==> src/rtl/qa_shim_c0_rd_arbiter.sv <==
// Two-client round-robin arbiter for the channel 0 read-request path.
// It tags each request with the client ID, limits in-flight reads per client and routes responses back by tag.
module qa_shim_c0_rd_arbiter #(
  parameter int CCI_QLP_TX_HDR_WIDTH = 61,
  parameter int CCI_QLP_RX_HDR_WIDTH = 18,
  parameter int CCI_DATA_WIDTH       = 512,
  parameter int CCI_TAG_WIDTH        = 13,
  parameter int MAX_OUTSTANDING      = 64
) (
  input  logic                                 clk,
  input  logic                                 resetb,
  input  logic                                 req0_valid,
  input  logic [CCI_QLP_TX_HDR_WIDTH-1:0]      req0_hdr,
  output logic                                 req0_deq,
  input  logic                                 req1_valid,
  input  logic [CCI_QLP_TX_HDR_WIDTH-1:0]      req1_hdr,
  output logic                                 req1_deq,
  input  logic                                 qlp_c0_tx_alm_full,
  output logic                                 qlp_c0_tx_rd_valid,
  output logic [CCI_QLP_TX_HDR_WIDTH-1:0]      qlp_c0_tx_hdr,
  input  logic                                 qlp_c0_rx_rd_valid,
  input  logic [CCI_QLP_RX_HDR_WIDTH-1:0]      qlp_c0_rx_hdr,
  input  logic [CCI_DATA_WIDTH-1:0]            qlp_c0_rx_data,
  output logic                                 rsp0_rd_valid,
  output logic                                 rsp1_rd_valid,
  output logic [CCI_QLP_RX_HDR_WIDTH-1:0]      rsp_hdr,
  output logic [CCI_DATA_WIDTH-1:0]            rsp_data,
  output logic [$clog2(MAX_OUTSTANDING):0]     outstanding0,
  output logic [$clog2(MAX_OUTSTANDING):0]     outstanding1,
  output logic                                 error
);

  localparam int CW     = $clog2(MAX_OUTSTANDING) + 1;
  localparam int ID_BIT = CCI_TAG_WIDTH - 1;
  localparam logic [CW-1:0] MAX_CNT = CW'(MAX_OUTSTANDING);
  localparam logic [CW-1:0] ONE     = CW'(1);

  logic                            elig0, elig1, grant, winner;
  logic                            rx_tag, dec0, dec1, underflow;
  logic                            last_grant_q, last_grant_d;
  logic                            tx_valid_q, tx_valid_d;
  logic [CCI_QLP_TX_HDR_WIDTH-1:0] tx_hdr_q, tx_hdr_d;
  logic                            rsp0_valid_q, rsp0_valid_d;
  logic                            rsp1_valid_q, rsp1_valid_d;
  logic [CCI_QLP_RX_HDR_WIDTH-1:0] rsp_hdr_q, rsp_hdr_d;
  logic [CCI_DATA_WIDTH-1:0]       rsp_data_q, rsp_data_d;
  logic [CW-1:0]                   cnt0_q, cnt0_d;
  logic [CW-1:0]                   cnt1_q, cnt1_d;
  logic                            error_q, error_d;

  // last_grant_q holds the previous winner; on a tie the other client wins.
  always_comb begin
    elig0  = req0_valid && (cnt0_q != MAX_CNT) && !qlp_c0_tx_alm_full;
    elig1  = req1_valid && (cnt1_q != MAX_CNT) && !qlp_c0_tx_alm_full;
    grant  = elig0 || elig1;
    winner = (elig0 && elig1) ? ~last_grant_q : elig1;
    req0_deq = grant && !winner;
    req1_deq = grant && winner;
  end

  always_comb begin
    last_grant_d = grant ? winner : last_grant_q;
    tx_valid_d   = grant;
    tx_hdr_d     = tx_hdr_q;
    if (grant) begin
      tx_hdr_d         = winner ? req1_hdr : req0_hdr;
      tx_hdr_d[ID_BIT] = winner;
    end
  end

  always_comb begin
    rx_tag            = qlp_c0_rx_hdr[ID_BIT];
    rsp0_valid_d      = qlp_c0_rx_rd_valid && !rx_tag;
    rsp1_valid_d      = qlp_c0_rx_rd_valid && rx_tag;
    rsp_hdr_d         = qlp_c0_rx_hdr;
    rsp_hdr_d[ID_BIT] = 1'b0;
    rsp_data_d        = qlp_c0_rx_data;
  end

  // A response to a client with nothing in flight flags an error and is not counted down.
  always_comb begin
    dec0      = rsp0_valid_d && (cnt0_q != '0);
    dec1      = rsp1_valid_d && (cnt1_q != '0);
    underflow = (rsp0_valid_d && (cnt0_q == '0)) || (rsp1_valid_d && (cnt1_q == '0));
    error_d   = error_q || underflow;
    cnt0_d    = cnt0_q;
    cnt1_d    = cnt1_q;
    case ({req0_deq, dec0})
      2'b10:   cnt0_d = cnt0_q + ONE;
      2'b01:   cnt0_d = cnt0_q - ONE;
      default: cnt0_d = cnt0_q;
    endcase
    case ({req1_deq, dec1})
      2'b10:   cnt1_d = cnt1_q + ONE;
      2'b01:   cnt1_d = cnt1_q - ONE;
      default: cnt1_d = cnt1_q;
    endcase
  end

  always_ff @(posedge clk or negedge resetb) begin
    if (!resetb) begin
      last_grant_q <= 1'b1;
      tx_valid_q   <= 1'b0;
      tx_hdr_q     <= '0;
      rsp0_valid_q <= 1'b0;
      rsp1_valid_q <= 1'b0;
      rsp_hdr_q    <= '0;
      rsp_data_q   <= '0;
      cnt0_q       <= '0;
      cnt1_q       <= '0;
      error_q      <= 1'b0;
    end else begin
      last_grant_q <= last_grant_d;
      tx_valid_q   <= tx_valid_d;
      tx_hdr_q     <= tx_hdr_d;
      rsp0_valid_q <= rsp0_valid_d;
      rsp1_valid_q <= rsp1_valid_d;
      rsp_hdr_q    <= rsp_hdr_d;
      rsp_data_q   <= rsp_data_d;
      cnt0_q       <= cnt0_d;
      cnt1_q       <= cnt1_d;
      error_q      <= error_d;
    end
  end

  assign qlp_c0_tx_rd_valid = tx_valid_q;
  assign qlp_c0_tx_hdr      = tx_hdr_q;
  assign rsp0_rd_valid      = rsp0_valid_q;
  assign rsp1_rd_valid      = rsp1_valid_q;
  assign rsp_hdr            = rsp_hdr_q;
  assign rsp_data           = rsp_data_q;
  assign outstanding0       = cnt0_q;
  assign outstanding1       = cnt1_q;
  assign error              = error_q;

endmodule

==> config.mk <==
export PLATFORM = sky130hd
export DESIGN_NAME = qa_shim_c0_rd_arbiter
export DESIGN_NICKNAME = d
export VERILOG_FILES = /design/src/rtl/qa_shim_c0_rd_arbiter.sv
export SDC_FILE = /design/constraint.sdc
export NUM_CORES = 1
export LEC_CHECK = 0
export ABC_CLOCK_PERIOD_IN_PS = 4900
export CAP_MARGIN = 15
export CELL_PAD_IN_SITES_DETAIL_PLACEMENT = 1
export CELL_PAD_IN_SITES_GLOBAL_PLACEMENT = 1
export CORE_AREA = 2 2 496 498
export CTS_CLUSTER_SIZE = 16
export DETAILED_ROUTE_END_ITERATION = 12
export DIE_AREA = 0 0 498 500
export PLACE_DENSITY_LB_ADDON = 0.1
export RECOVER_POWER = 25
export SYNTH_ARGS = -nofsm -noshare
export SYNTH_HDL_FRONTEND = slang
export SYNTH_SLANG_ARGS = --single-unit
==> constraint.sdc <==
create_clock -name clk -period 4.9 [get_ports clk]
set_input_delay 0.49 -clock clk [delete_from_list [all_inputs] [get_ports clk]]
set_output_delay 0.49 -clock clk [all_outputs]
set_load 0.01 [all_outputs]
After elaboration in Yosys (flattened, before gate mapping). Index checks and enable logic that the tools add are counted.

Register bits: 609. Input port bits: 658. Output and inout bits: 611. Logic and storage cells: 50.

$add $sub $neg: 4. Equal/unequal tests: 6. Muxes and demuxes: 4. Bitwise operators: 1. Reductions and logical operators: 25.

Operator list (number): $mux 61 (1); $pmux 7 s2 (2); $add 7x1->7 const B (2); $logic_not 7->1 (2); $ne 7x7->1 const B (2); $reduce_bool 7->1 (2); $sub 7x1->7 const B (2); $logic_and 1x1->1 (13); $eq 2x1->1 const B (2); $eq 2x2->1 const B (2); $reduce_bool 2->1 (2); $logic_not 1->1 (3); $logic_or 1x1->1 (3); $mux 1 (1); $not 1->1 (1).

Depth between registers and ports, before layout. Gate-level depths: netlist of run 1.

Depth after elaboration: 9. Gate-level depth with buffers: 12. Depth with buffers taken out: 10.

Worst setup path before layout of run 1. No wires, ideal clock.

Path kind: register to register. Start: reg cnt0_q[1] (netlist: outstanding0[1]). End: reg cnt0_q[5] (netlist: outstanding0[5]). Arrival: 3331 ps. Path slack: 1499 ps. Stages on the path, launching flop included: 12. Cells stage by stage: dfrtp_1 > or4_1 > o41ai_2 > buf_2 > o21bai_2 > buf_2 > ha_1 > ha_1 > a21o_1 > a31o_2 > a2111oi_0 > nand3b_1.

Word-level cells in the longest chain between the ends: 9.

Ends and longest elaborated chain: start, declared (line 47) `logic [CW-1:0] cnt0_q, cnt0_d;`; start signal, assigned (line 120) `cnt0_q <= cnt0_d;`; $ne 7x7->1 (line 53) `elig0 = req0_valid && (cnt0_q != MAX_CNT) && !qlp_c0_tx_alm_full;`; $logic_and 1x1->1 (2 in a row) (line 53); $logic_and 1x1->1 (line 56) `winner = (elig0 && elig1) ? ~last_grant_q : elig1;`; $mux 1 (line 56); $logic_not 1->1 (line 57) `req0_deq = grant && !winner;`; $logic_and 1x1->1 (line 57); $eq 2x1->1 or $eq 2x2->1 (tied branches) (line 88) `case ({req0_deq, dec0})`; $pmux 7 s2 or $reduce_bool 2->1 (tied branches).

Parallel ways exist; a longest one is shown, timed or not. A chain may end at the register's enable or synchronous reset.

Worst setup path in the final report of run 1.
Start: reg cnt1_q[0] (netlist: outstanding1[0]). End: out req1_deq.

Word-level cells in the longest chain between the ends: 6.

Ends and longest elaborated chain: start, declared (line 48) `logic [CW-1:0] cnt1_q, cnt1_d;`; start signal, assigned (line 121) `cnt1_q <= cnt1_d;`; $ne 7x7->1 * (line 54) `elig1 = req1_valid && (cnt1_q != MAX_CNT) && !qlp_c0_tx_alm_full;`; $logic_and 1x1->1 * (2 in a row) (line 54); $logic_and 1x1->1 (line 56); $mux 1 (line 56); $logic_and 1x1->1 * (line 58) `req1_deq = grant && winner;`; end, declared (line 17) `output logic req1_deq,`.

Mark *: on every way between the ends. The rest lies on a longest branch, timed or not.

==> results.md, run 1 <==
- The run finished with clean final reports.
- The part of the Yosys area used for sequential elements is 0.8756.
- The number of failing setup endpoints in the final timing report is 0.
- The endpoint identified for the worst register-to-register timing path is outstanding0[5].
- The final routed wire length divided by cell count is 24.79 um.
- The net count after synthesis is 1549.
- After detailed routing, the total wire length is 138500 um.
- The count of nets left with antenna violations once routing finished came out at 0.
- Subtracting the final worst setup slack from the clock period gives 4.376 ns.
- The total via count after detailed routing is 14230.
- The count of warnings emitted by yosys is 0.
- The chip height is 500 um.
- The post-detailed-placement cell area is 34130 sq um.
- TritonCTS created 89 clock buffers.
- The synthesized-area fraction occupied by ao, oa, aoi and oai cells is 0.05664.
- For this design the top-level I/O count stands at 1269.
- The worst-margin pin slew is 0.9281 ns.
- The worst flop-to-flop path startpoint is outstanding0[1].
- Relative to the synthesized area, the layout overhead comes to 115.5%.
- Of the total synthesized cell area, the portion taken by full adders, half adders and majority gates is 0.01093.
- The number of port buffers is 1265.
- The simple logic cell fraction of the synthesized area is 0.03953.
- The worst slack at placement is 1.067 ns.
- The peak supply drop is 0.2618 mV.
- The data required time of the worst path is 4.41 ns.
- Once layout is complete, the cells apart from fillers number 5586.
- The number of global-route vias before repair came to 16090.
- Yosys mapped the design onto 40 distinct sky130hd cell types.
- The critical path goes through or4_4, o41ai_4, o21bai_4, buf_4, inv_2, clkdlybuf4s50_1.
- Post-CTS timing repair inserted 0 buffers for setup.
- The first global-routing pass estimated 178200 um of wire.
- The cell area after layout is 37510 sq um.
- The total standard cell area after synthesis is 17410 sq um.
- The setup TNS is 0 ns.
- In this run, placement finished with an instance count of 5345.
- The library cell used most frequently in the layout, excluding fill and tap cells, is clkdlybuf4s50_1.
- The maximum number of pins on one net before global-route repair is 113.
- The cell chosen for the clock root is clkbuf_16.
- The share of the synthesized area in the top cell type is 0.8741.
- The arrival time at the worst endpoint is 3.89 ns.
- The critical path startpoint category is a register.
- Along the worst hold path, the cell count comes to 1.
- The number of iterations in the first detailed-routing pass is 4.
- The final hold violation count is 0.
- The power per standard cell area is 409.4 nW/um^2.
- The total chip power is 15.36 mW.
- The destination of the worst hold path is rsp_data[170].
- The maximum level of the CTS H-tree is 3.
- The worst path meets setup with 0.5240 ns of slack.
- After clock tree synthesis, the flow added hold-fix buffers numbering 1.
- At the later pin of the worst-skew pair, clock insertion delay measures 0.72 ns.
- The xor/xnor cell area share of the yosys netlist is 0.004025.
- The floorplan core area is 244300 sq um.
- The total overflow left after global routing is 0.
- The global placer's final weighted congestion is 0.8214.
- The area of the die is 249000 sq um.
- Across the routed clock network, the largest skew measured is 0.01879 ns.
- The biggest cell delay along the critical path is 0.68 ns.
- Setup repair after global routing left no endpoint under its margin.
- The TritonCTS clock tree is built.
- Detailed placement ended at an HPWL of 113500 um.
- The slowest stage of the critical path belongs to the cell o41ai_4.
- The top cell types in the final layout, fill and taps aside, are clkdlybuf4s50_1, dfrtp_1, dlygate4sd3_1.
- Across every metal layer, demand over resource in global routing totals 0.1088.
- After detailed routing, the number of remaining DRC violations is 0.
- In this run the mean area of a mapped cell was 19.85 sq um.
- Ranked by total cell area, the synthesized netlist is headed by dfrtp_1, o221a_1, nand3b_1, ha_1, a21o_1.
- The total of cells resized after clock tree synthesis is 0.
- The kind of capture point of the worst setup path is an output pin.
- The cell accounting for the most synthesized area is dfrtp_1.
- The instance count of the mapped netlist is 877.
- The number of clock sinks seen by CTS is 609.
- The floorplan step set the die width to 498 um.
- The largest fanout on the critical path is 62.
- The final layout contains 2889 nets.
- The worst pin sits at a relative slew slack of 0.3812.
- Measured on the finished design, the core utilization comes to 0.1535.
- The max-slew violation count is 0.
- The mean number of vias per cell is 2.548.
- The clock transition at the registers of the reported paths is 0.05 ns.
- The buffer depth of the longest clock path is 3.
- For flop-to-flop paths, the worst setup slack is 1.09 ns.
- The hold slack is 0.2430 ns.
- The fraction of layout instances using a drive strength above 1 is 0.07333.
- Of the available clock period, the critical path in the final layout requires 0.8931.
- The startpoint identified for the worst hold timing path is qlp_c0_rx_data[170].
- The dominant combinational cell family by area after synthesis is compound AO/OA/AOI/OAI gates.
- The multiplexer fraction of the synthesized cell area is 0.001150.
- The max-cap violation count is 0.
- The depth of the worst register-to-register path is 9.
- The initial utilization of the core area, before any placement, comes to 0.07124.
- The start-to-end type of the worst setup path is reg -> out.
- The synthesized flop and latch total is 609.
- The iteration-0 DRC count of the detailed router is 552.
- The initial antenna violation count is 187.
- The type of the tightest min-delay check is in -> reg.
- The site row count is 182.
- The leakage power total is 14.48 nW.
- The fmax is 228.5 MHz.
==> worst max-delay path: cells and delay by family, from the launching register on <==
kind / cells / cell delay [ns]
AO/OA/AOI/OAI: 2 / 0.94
flip-flops: 1 / 0.43
AND/OR/NAND/NOR: 1 / 0.56
buffers and inverters: 3 / 1.22
==> area by class of cell <==
| class | instances | area [sq um] |
|---|---|---|
| fill | 27560 | 206800 |
| multi-input combinational | 223 | 1988 |
| tap | 3220 | 4029 |
| clock buffer | 137 | 2689 |
| timing repair buffer | 1279 | 12820 |
| sequential | 609 | 15240 |
| inverter | 15 | 56.30 |
| antenna | 75 | 187.7 |
| clock inverter | 28 | 493.0 |
==> registers in the layout, indices dropped and copies added, names as in the netlist <==
signal / cells
qlp_c0_tx_hdr: 61
rsp1_rd_valid: 1
outstanding1: 7
rsp0_rd_valid: 1
qlp_c0_tx_rd_valid: 1
error: 1
last_grant_q: 1
outstanding0: 7
rsp_hdr: 17
rsp_data: 512
==> worst max-delay path by stage <==
| stage | from | to | slack, ns | depth (start not counted) |
|---|---|---|---|---|
| after floorplan | outstanding0[1] | outstanding0[5] | 1.50 | 11 |
| after global placement | outstanding0[1] | outstanding0[5] | 1.05 | 9 |
| after detailed placement | outstanding0[1] | outstanding0[5] | 1.07 | 9 |
| after CTS | outstanding1[1] | req1_deq | 0.26 | 6 |
| after global routing | outstanding1[1] | req1_deq | 0.20 | 6 |
| final | outstanding1[0] | req1_deq | 0.52 | 6 |
==> where the power goes <==
group | switching (mW) | internal (mW) | leakage (nW)
Clock | 2.75 | 4.31 | 1.56
Sequential | 0.256 | 5.45 | 7.06
Combinational | 1.18 | 1.41 | 5.85
Total | 4.19 | 11.2 | 14.5
==> cell usage after synthesis (all sizes together) <==
library cell,number
dfrtp,608
nand3b,62
o221a,60
buf,16
inv,15
clkbuf,14
ha,12
a21o,8
nand2,8
o21ai,7
nor3b,6
or4,6
nor2,5
nor2b,5
a21oi,4
xnor2,4
xor2,4
and2,3
a2111oi,2
a211oi,2
a311oi,2
a31o,2
fa,2
mux2i,2
nand3,2
nor4bb,2
o211ai,2
o21a,2
o21bai,2
o311ai,2
o31a,2
o41ai,2
conb,1
dfstp,1
==> layer usage <==
layer | routed length, um | up-vias | global-route usage
met5 | 585 | - | 0
met4 | 3593 | 90 | 0.02486
met3 | 15600 | 332 | 0.06039
met2 | 72710 | 911 | 0.2005
met1 | 45980 | 7083 | 0.1046
li1 | - | 5817 | -
==> cells by family after synthesis <==
logic type / after synthesis
xor gates and xnor gates: 8
other: 1
DFF: 609
buffers and inverters: 45
muxes: 2
adders and majority gates: 14
and+or+nand+nor: 99
AOI/OAI and AO/OA: 99
No activity file was read; power rests on OpenSTA's default activity.
==> inputs of run 2 (changes only) <==
- PLACE_DENSITY: default -> 0.32
- PLACE_DENSITY_LB_ADDON: 0.1 -> default
==> results.md, run 2 (synthesized netlist as in run 1, its figures left out) <==
- The flow ran to the end, and the final reports show no timing, DRC or antenna violations.
- The top cell types in the final layout, fill and taps aside, are clkdlybuf4s50_1, dfrtp_1, dlygate4sd3_1.
- The starting utilization of the core area is 0.07124 (unchanged).
- The site row count was 182 (unchanged).
- The final hold violation count is 0 (unchanged).
- The slack of the worst reg-to-reg path is 1.23 ns (+0.14 ns).
- The floorplan core area is 244300 sq um (unchanged).
- The most congested layer reported by global routing is met2.
- The peak supply drop is 0.2710 mV (+3.5%).
- The share of total power consumed by net switching is 0.2921 (+0.01940).
- The data required time of the worst path came to 4.41 ns (about the same).
- The number of iterations in the first detailed-routing pass was 4 (unchanged).
- The minimum clock period is 4.031 ns (-0.3447 ns).
- The maximum level of the CTS H-tree is 3 (unchanged).
- The hold slack was 0.2343 ns (-0.008728 ns).
- The type of the tightest min-delay check is in -> reg.
- The internal power summed over all cells is 10.67 mW (-4.5%).
- The TritonCTS clock tree is built.
- The arrival time at the worst endpoint is 3.54 ns (-0.35 ns).
- The worst setup slack after layout is 0.8686 ns (+0.3447 ns).
- The share of total power in combinational logic is 0.181 (+0.013).
- The global-route met2 utilization is 0.2151 (+0.01454).
- The utilization after layout was 0.1527 (-0.0007990).
- The buffer depth of the longest clock path came to 3 (unchanged).
- The routing usage on met1 is 0.1444 (+0.03978).
- The global-route wire length before repair is 208800 um (+17%).
- The post-layout net count is 2899 (+0.35%).
- The largest fanout on the critical path is 27 (-56%).
- The worst setup path is of the reg -> out kind.
- The clock network fraction of total power is 0.440 (-0.020).
- The count of boundary I/O pins was 1269 (unchanged).
- The count of antenna-violating nets left after detailed routing is 0 (unchanged).
- The cell chosen for the clock root is clkbuf_16.
- The max-cap violation count came to 0 (unchanged).
- The overflow left after global routing is 0 (unchanged).
- The part of the total power dissipated in sequential elements is 0.379 (+0.007).
- The flip-flop count of the largest register, all copies and words added came to 512 (unchanged).
- The area growth from synthesis to layout is 114.4%.
- The total via count after detailed routing is 14590 (+2.5%).
- The fraction of layout instances using a drive strength above 1 is 0.07354 (+0.0002118).
- The clock tree skew after final layout is 0.03758 ns (+0.01878 ns).
- The initial antenna violation count is 223 (+19%).
- The number of buffers inserted during clock tree synthesis is 90 (+1.1%).
- The setup TNS is 0 ns (unchanged).
- The remaining design rule violation count is 0 (unchanged).
- The worst setup path is captured at an output pin.
- The final routed wire length divided by cell count is 30.49 um (+23%).
- The clock transition at the registers of the reported paths is 0.06 ns (about the same).
- The most common library cell in the layout ignoring fill and taps is clkdlybuf4s50_1.
- The fmax is 248.1 MHz (+8.5%).
- The clock network latency to the later pin of the worst-skew pair is 0.72 ns (about the same).
- The number of global-route vias before repair was 15620 (-2.9%).
- The number of failing setup endpoints in the final timing report is 0 (unchanged).
- The maximum number of pins on one net before global-route repair came to 92 (-19%).
- The chip height was 500 um (unchanged).
- The worst max-slew margin expressed relative to the limit was 0.4871 (+0.1059).
- The worst-margin pin slew is 0.7693 ns (-0.1589 ns).
- The max-slew violation count is 0 (unchanged).
- The global placer's final weighted congestion was 0.8543 (+4.0%).
- The total routing usage reported by global routing came to 0.1336 (+0.02480).
- The die outline width is 498 um (unchanged).
- The number of port buffers is 1265 (unchanged).
- The number of inserted filler cells in the final layout is 27630 (+0.25%).
- The power per standard cell area is 403.9 nW/um^2 (-1.3%).
- The reported net switching power is 4.402 mW (+5.1%).
- The fraction of the cycle the final worst path needs is 0.8227 (-0.07034).
- Setup repair after global routing left no endpoint under its margin.
- The HPWL after detailed placement is 145500 um (+28%).
- The leakage power total is 14.41 nW (-0.49%).
- The met3 routing resource usage after global routing came to 0.09087 (+0.03048).
- The mean number of vias per cell is 2.614 (+2.6%).
- The iteration-0 DRC count of the detailed router is 661 (+20%).
- The number of clock sinks seen by CTS is 609 (unchanged).
- The critical path startpoint category is a register.
- The area of the die is 249000 sq um (unchanged).
- The worst slack at placement is 1.175 ns (+0.1083 ns).
- The routed wire length is 170100 um (+23%).
run 2: cell count changes in the layout (fill, tap and decap cells not counted):
cell,change
buf_4,+9
bufinv_16,-8
clkbuf_1,+6
clkbuf_8,-7
clkinv_16,+3
clkinv_2,+7
clkinv_8,-2
diode_2,-13
inv_6,-1
run 2: area by class of cell:
class / instances / area [sq um] / area share
clock inverters: 27 / 336.6 / 0.009020
clock buffers: 136 / 2615 / 0.07008
multi-input cells: 223 / 1988 / 0.05328
diodes: 62 / 155.1 / 0.004158
well taps: 3220 / 4029 / 0.1080
inverters: 15 / 56.30 / 0.001509
flip-flops and latches: 609 / 15240 / 0.4085
repair buffers: 1288 / 12890 / 0.3455
run 2: worst paths after layout:
path	cells past startpoint	from	endpoint
max	7	outstanding1[1]	req1_deq
min	1	qlp_c0_rx_data[494]	rsp_data[494]
max reg2reg	10	outstanding0[0]	outstanding0[5]
min reg2reg	1	error	error
max in group asynchronous	4	resetb	rsp_data[189]
min in group asynchronous	2	resetb	rsp_data[199]
run 2: repair_timing:
action,in CTS,in global routing
hold buffers,1,0
hold endpoints to repair,54,0
resized for setup,0,0
endpoints found under the setup margin,0,0
buffers inserted,0,0
run 2: power by group through the flow:
stage                     Clock, mW  Sequential, mW  Combinational (mW)
after global routing           7.18            5.77                2.96
after global placement            0            5.80                2.91
after CTS                      7.05            5.72                2.91
after floorplan                   0            5.93               0.557
after detailed placement          0            5.80                2.89
final                          6.62            5.72                2.73
run 2: critical path: stages, from the launching register on:
cell	delay, ns
dfrtp_1	0.41
or4_4	0.58
o41ai_4	0.26
buf_4	0.38
o21bai_4	0.20
buf_4	0.42
inv_2	0.04
clkdlybuf4s50_1	0.48
run 2: metrics by stage:
stage | std cells | power, mW | cell area, sq um
floorplan | 877 | 6.489 | 17410
global placement | 5354 | 8.708 | 34200
detailed placement | 5354 | 8.690 | 34200
CTS | 5518 | 15.68 | 37160
global route | 5534 | 15.90 | 37200
finish | 5580 | 15.07 | 37310
run 2: layer usage:
layer / share of wire / wire length, um / vias up
li1: - / - / 5810
met1: 0.36 / 61900 / 7170
met2: 0.46 / 77620 / 1134
met3: 0.15 / 25470 / 397
met4: 0.027 / 4649 / 74
met5: 0.0030 / 505 / -
==> inputs of run 3 (changes only) <==
- ABC_CLOCK_PERIOD_IN_PS: 4900 -> 3700
- CORE_AREA: 2 2 496 498 -> 2 2 500 502
- DIE_AREA: 0 0 498 500 -> 0 0 502 504
- PLACE_DENSITY: 0.32 -> 0.33
- clock period: 4.9 -> 3.7 ns (I/O delays scaled with it)
==> results.md, run 3 (synthesized netlist as in run 1, its figures left out) <==
- The run finished with clean final reports.
- The clock tree skew after final layout was 0.06214 ns (+0.02456 ns).
- The worst setup slack after layout is 0.1852 ns (-0.6834 ns).
- The number of clock sinks seen by CTS is 609 (unchanged).
- The buffer depth of the longest clock path is 3 (unchanged).
- The filler-free cell count of the finished design is 6062 (+8.6%).
- The data required time of the worst path is 4.30 ns (-0.11 ns).
- The count of boundary I/O pins is 1269 (unchanged).
- The flip-flop count of the largest register, all copies and words added was 512 (unchanged).
- Leaving out fill and tap cells, the most frequent cells in the layout are clkdlybuf4s50_1, dlygate4sd3_1, dfrtp_1.
- The mean number of vias per cell is 2.589 (-0.95%).
- The count of antenna-violating nets left after detailed routing is 0 (unchanged).
- The clock transition at the registers of the reported paths came to 0.06 ns (about the same).
- The number of buffers inserted during clock tree synthesis came to 90 (unchanged).
- The floorplan core area is 247500 sq um (+1.3%).
- The global placer's final weighted congestion is 0.9159 (+7.2%).
- Setup repair after global routing left no endpoint under its margin.
- The cell area after layout was 41300 sq um (+11%).
- The type of the tightest min-delay check is in -> reg.
- The setup TNS was 0 ns (unchanged).
- The number of global-route vias before repair is 17390 (+11%).
- The iteration-0 DRC count of the detailed router is 569 (-14%).
- The met3 routing resource usage after global routing is 0.05057 (-0.04031).
- The fraction of layout instances using a drive strength above 1 came to 0.07669 (+0.003150).
- The fraction of the cycle the final worst path needs is 0.9499.
- The critical path startpoint category is a register.
- The final hold violation count is 0 (unchanged).
- The worst slack at placement is 0.1285 ns (-1.047 ns).
- In this run the most critical hold path is launched from qlp_c0_rx_data[226].
- The largest fanout on the critical path came to 8 (-70%).
- The most common library cell in the layout ignoring fill and taps is clkdlybuf4s50_1.
- The site row count came to 183 (+0.55%).
- The HPWL after detailed placement came to 136800 um (-6.0%).
- The initial antenna violation count is 157 (-30%).
- The post-detailed-placement cell area is 34450 sq um (+0.74%).
- The number of port buffers came to 1265 (unchanged).
- The hold slack is 0.2206 ns (-0.01373 ns).
- The max-slew violation count is 0 (unchanged).
- The global-route met2 utilization was 0.2041 (-0.01095).
- The post-layout net count is 3259 (+12%).
- The worst-margin pin slew is 1.029 ns (+0.2601 ns).
- The worst flop-to-flop path startpoint is outstanding0[1].
- The slack of the worst reg-to-reg path is 0.19 ns (-1.04 ns).
- The number of placed instances, taps included is 5476 (+2.3%).
- The final routed wire length divided by cell count came to 26.70 um (-12%).
- The total chip power is 20.70 mW (+37%).
- The peak supply drop came to 0.3304 mV (+22%).
- The worst hold path stage count is 1 (unchanged).
- The power per standard cell area is 501.3 nW/um^2 (+24%).
- The global-route wire length before repair is 203400 um (-2.6%).
- The max-cap violation count was 0 (unchanged).
- The total via count after detailed routing is 15700 (+7.6%).
- The starting utilization of the core area came to 0.07033 (-0.0009136).
- The minimum clock period is 3.515 ns.
- The area of the die is 253000 sq um (+1.6%).
- The clock network latency to the later pin of the worst-skew pair is 0.72 ns (about the same).
- The die outline width was 502 um (+0.80%).
- The utilization after layout was 0.1668 (+0.01413).
- The worst max-slew margin expressed relative to the limit is 0.3138 (-0.1734).
- The total routing usage reported by global routing is 0.1248 (-0.008823).
- The destination of the worst hold path is rsp_data[226].
- The chip height came to 504 um (+0.80%).
- The TritonCTS clock tree is built.
- The arrival time at the worst endpoint was 4.11 ns (+0.57 ns).
- Compared with the post-synthesis result, the final layout area differs by 137.2%.
- The overflow left after global routing was 0 (unchanged).
- The cell chosen for the clock root is clkbuf_16.
- The depth of the worst register-to-register path is 10 (unchanged).
- The maximum number of pins on one net before global-route repair is 77 (-16%).
- The most congested layer reported by global routing is met2.
- The routed wire length is 161800 um (-4.9%).
- The endpoint identified for the worst register-to-register timing path is outstanding0[5].
- The routing usage on met1 came to 0.1544 (+0.009942).
- The number of iterations in the first detailed-routing pass is 4 (unchanged).
- The leakage power total was 16.05 nW (+11%).
- The fmax is 284.5 MHz.
- The kind of capture point of the worst setup path is a register.
- The remaining design rule violation count came to 0 (unchanged).
- The critical path is of the reg -> reg type.
- The number of failing setup endpoints in the final timing report is 0 (unchanged).
- The maximum level of the CTS H-tree is 3 (unchanged).
[run 3: worst max-delay path: stages (launching register included)]
cell and delay [ns]:
dfrtp_2 0.45, or4_4 0.59, o41ai_4 0.35, buf_4 0.20, o21bai_4 0.17, ha_2 0.33
ha_1 0.32, a21o_1 0.20, a31o_2 0.24, a2111oi_0 0.44, nand3b_1 0.17
[run 3: how the worst max path moves through the flow]
stage	cells after the start	start	slack, ns	to
2_1_floorplan	11	outstanding0[1]	0.30	outstanding0[5]
3_3_place_gp	9	outstanding0[1]	0.13	outstanding0[5]
3_5_place_dp	9	outstanding0[1]	0.13	outstanding0[5]
4_1_cts	7	outstanding1[1]	0.002	req0_deq
5_1_grt	10	outstanding0[1]	0.02	outstanding0[5]
6_report	10	outstanding0[1]	0.19	outstanding0[5]
[run 3: power by group]
group	switching [mW]	internal (mW)	total, mW	leakage, nW
combinational	1.81	2.15	3.97	7.46
clock	3.70	5.44	9.14	1.53
sequential	0.375	7.22	7.59	7.06
[run 3: per-layer routing]
metal  up-vias  wire, um
met2       974     75020
li1       6541         -
met1      7825     66250
met5         -       377
met4        56      3362
met3       299     16820
[run 3: layout make-up]
| cell class | count | area (sq um) |
|---|---|---|
| fill | 27880 | 206200 |
| timing repair buffer | 1648 | 16520 |
| sequential | 609 | 15240 |
| tap | 3330 | 4167 |
| clock buffer | 127 | 2653 |
| multi-input combinational | 223 | 1994 |
| clock inverter | 38 | 481.7 |
| antenna | 72 | 180.2 |
| inverter | 15 | 56.30 |
[run 3: timing repair]
| action | CTS | global route |
|---|---|---|
| setup endpoints to repair | 2 | 2 |
| resized for setup | 6 | 2 |
| endpoints found under the hold margin | 391 | 0 |
| pin swaps | 3 | 0 |
| hold buffers | 346 | 0 |
| buffers inserted | 2 | 0 |
| cloned | 1 | 0 |
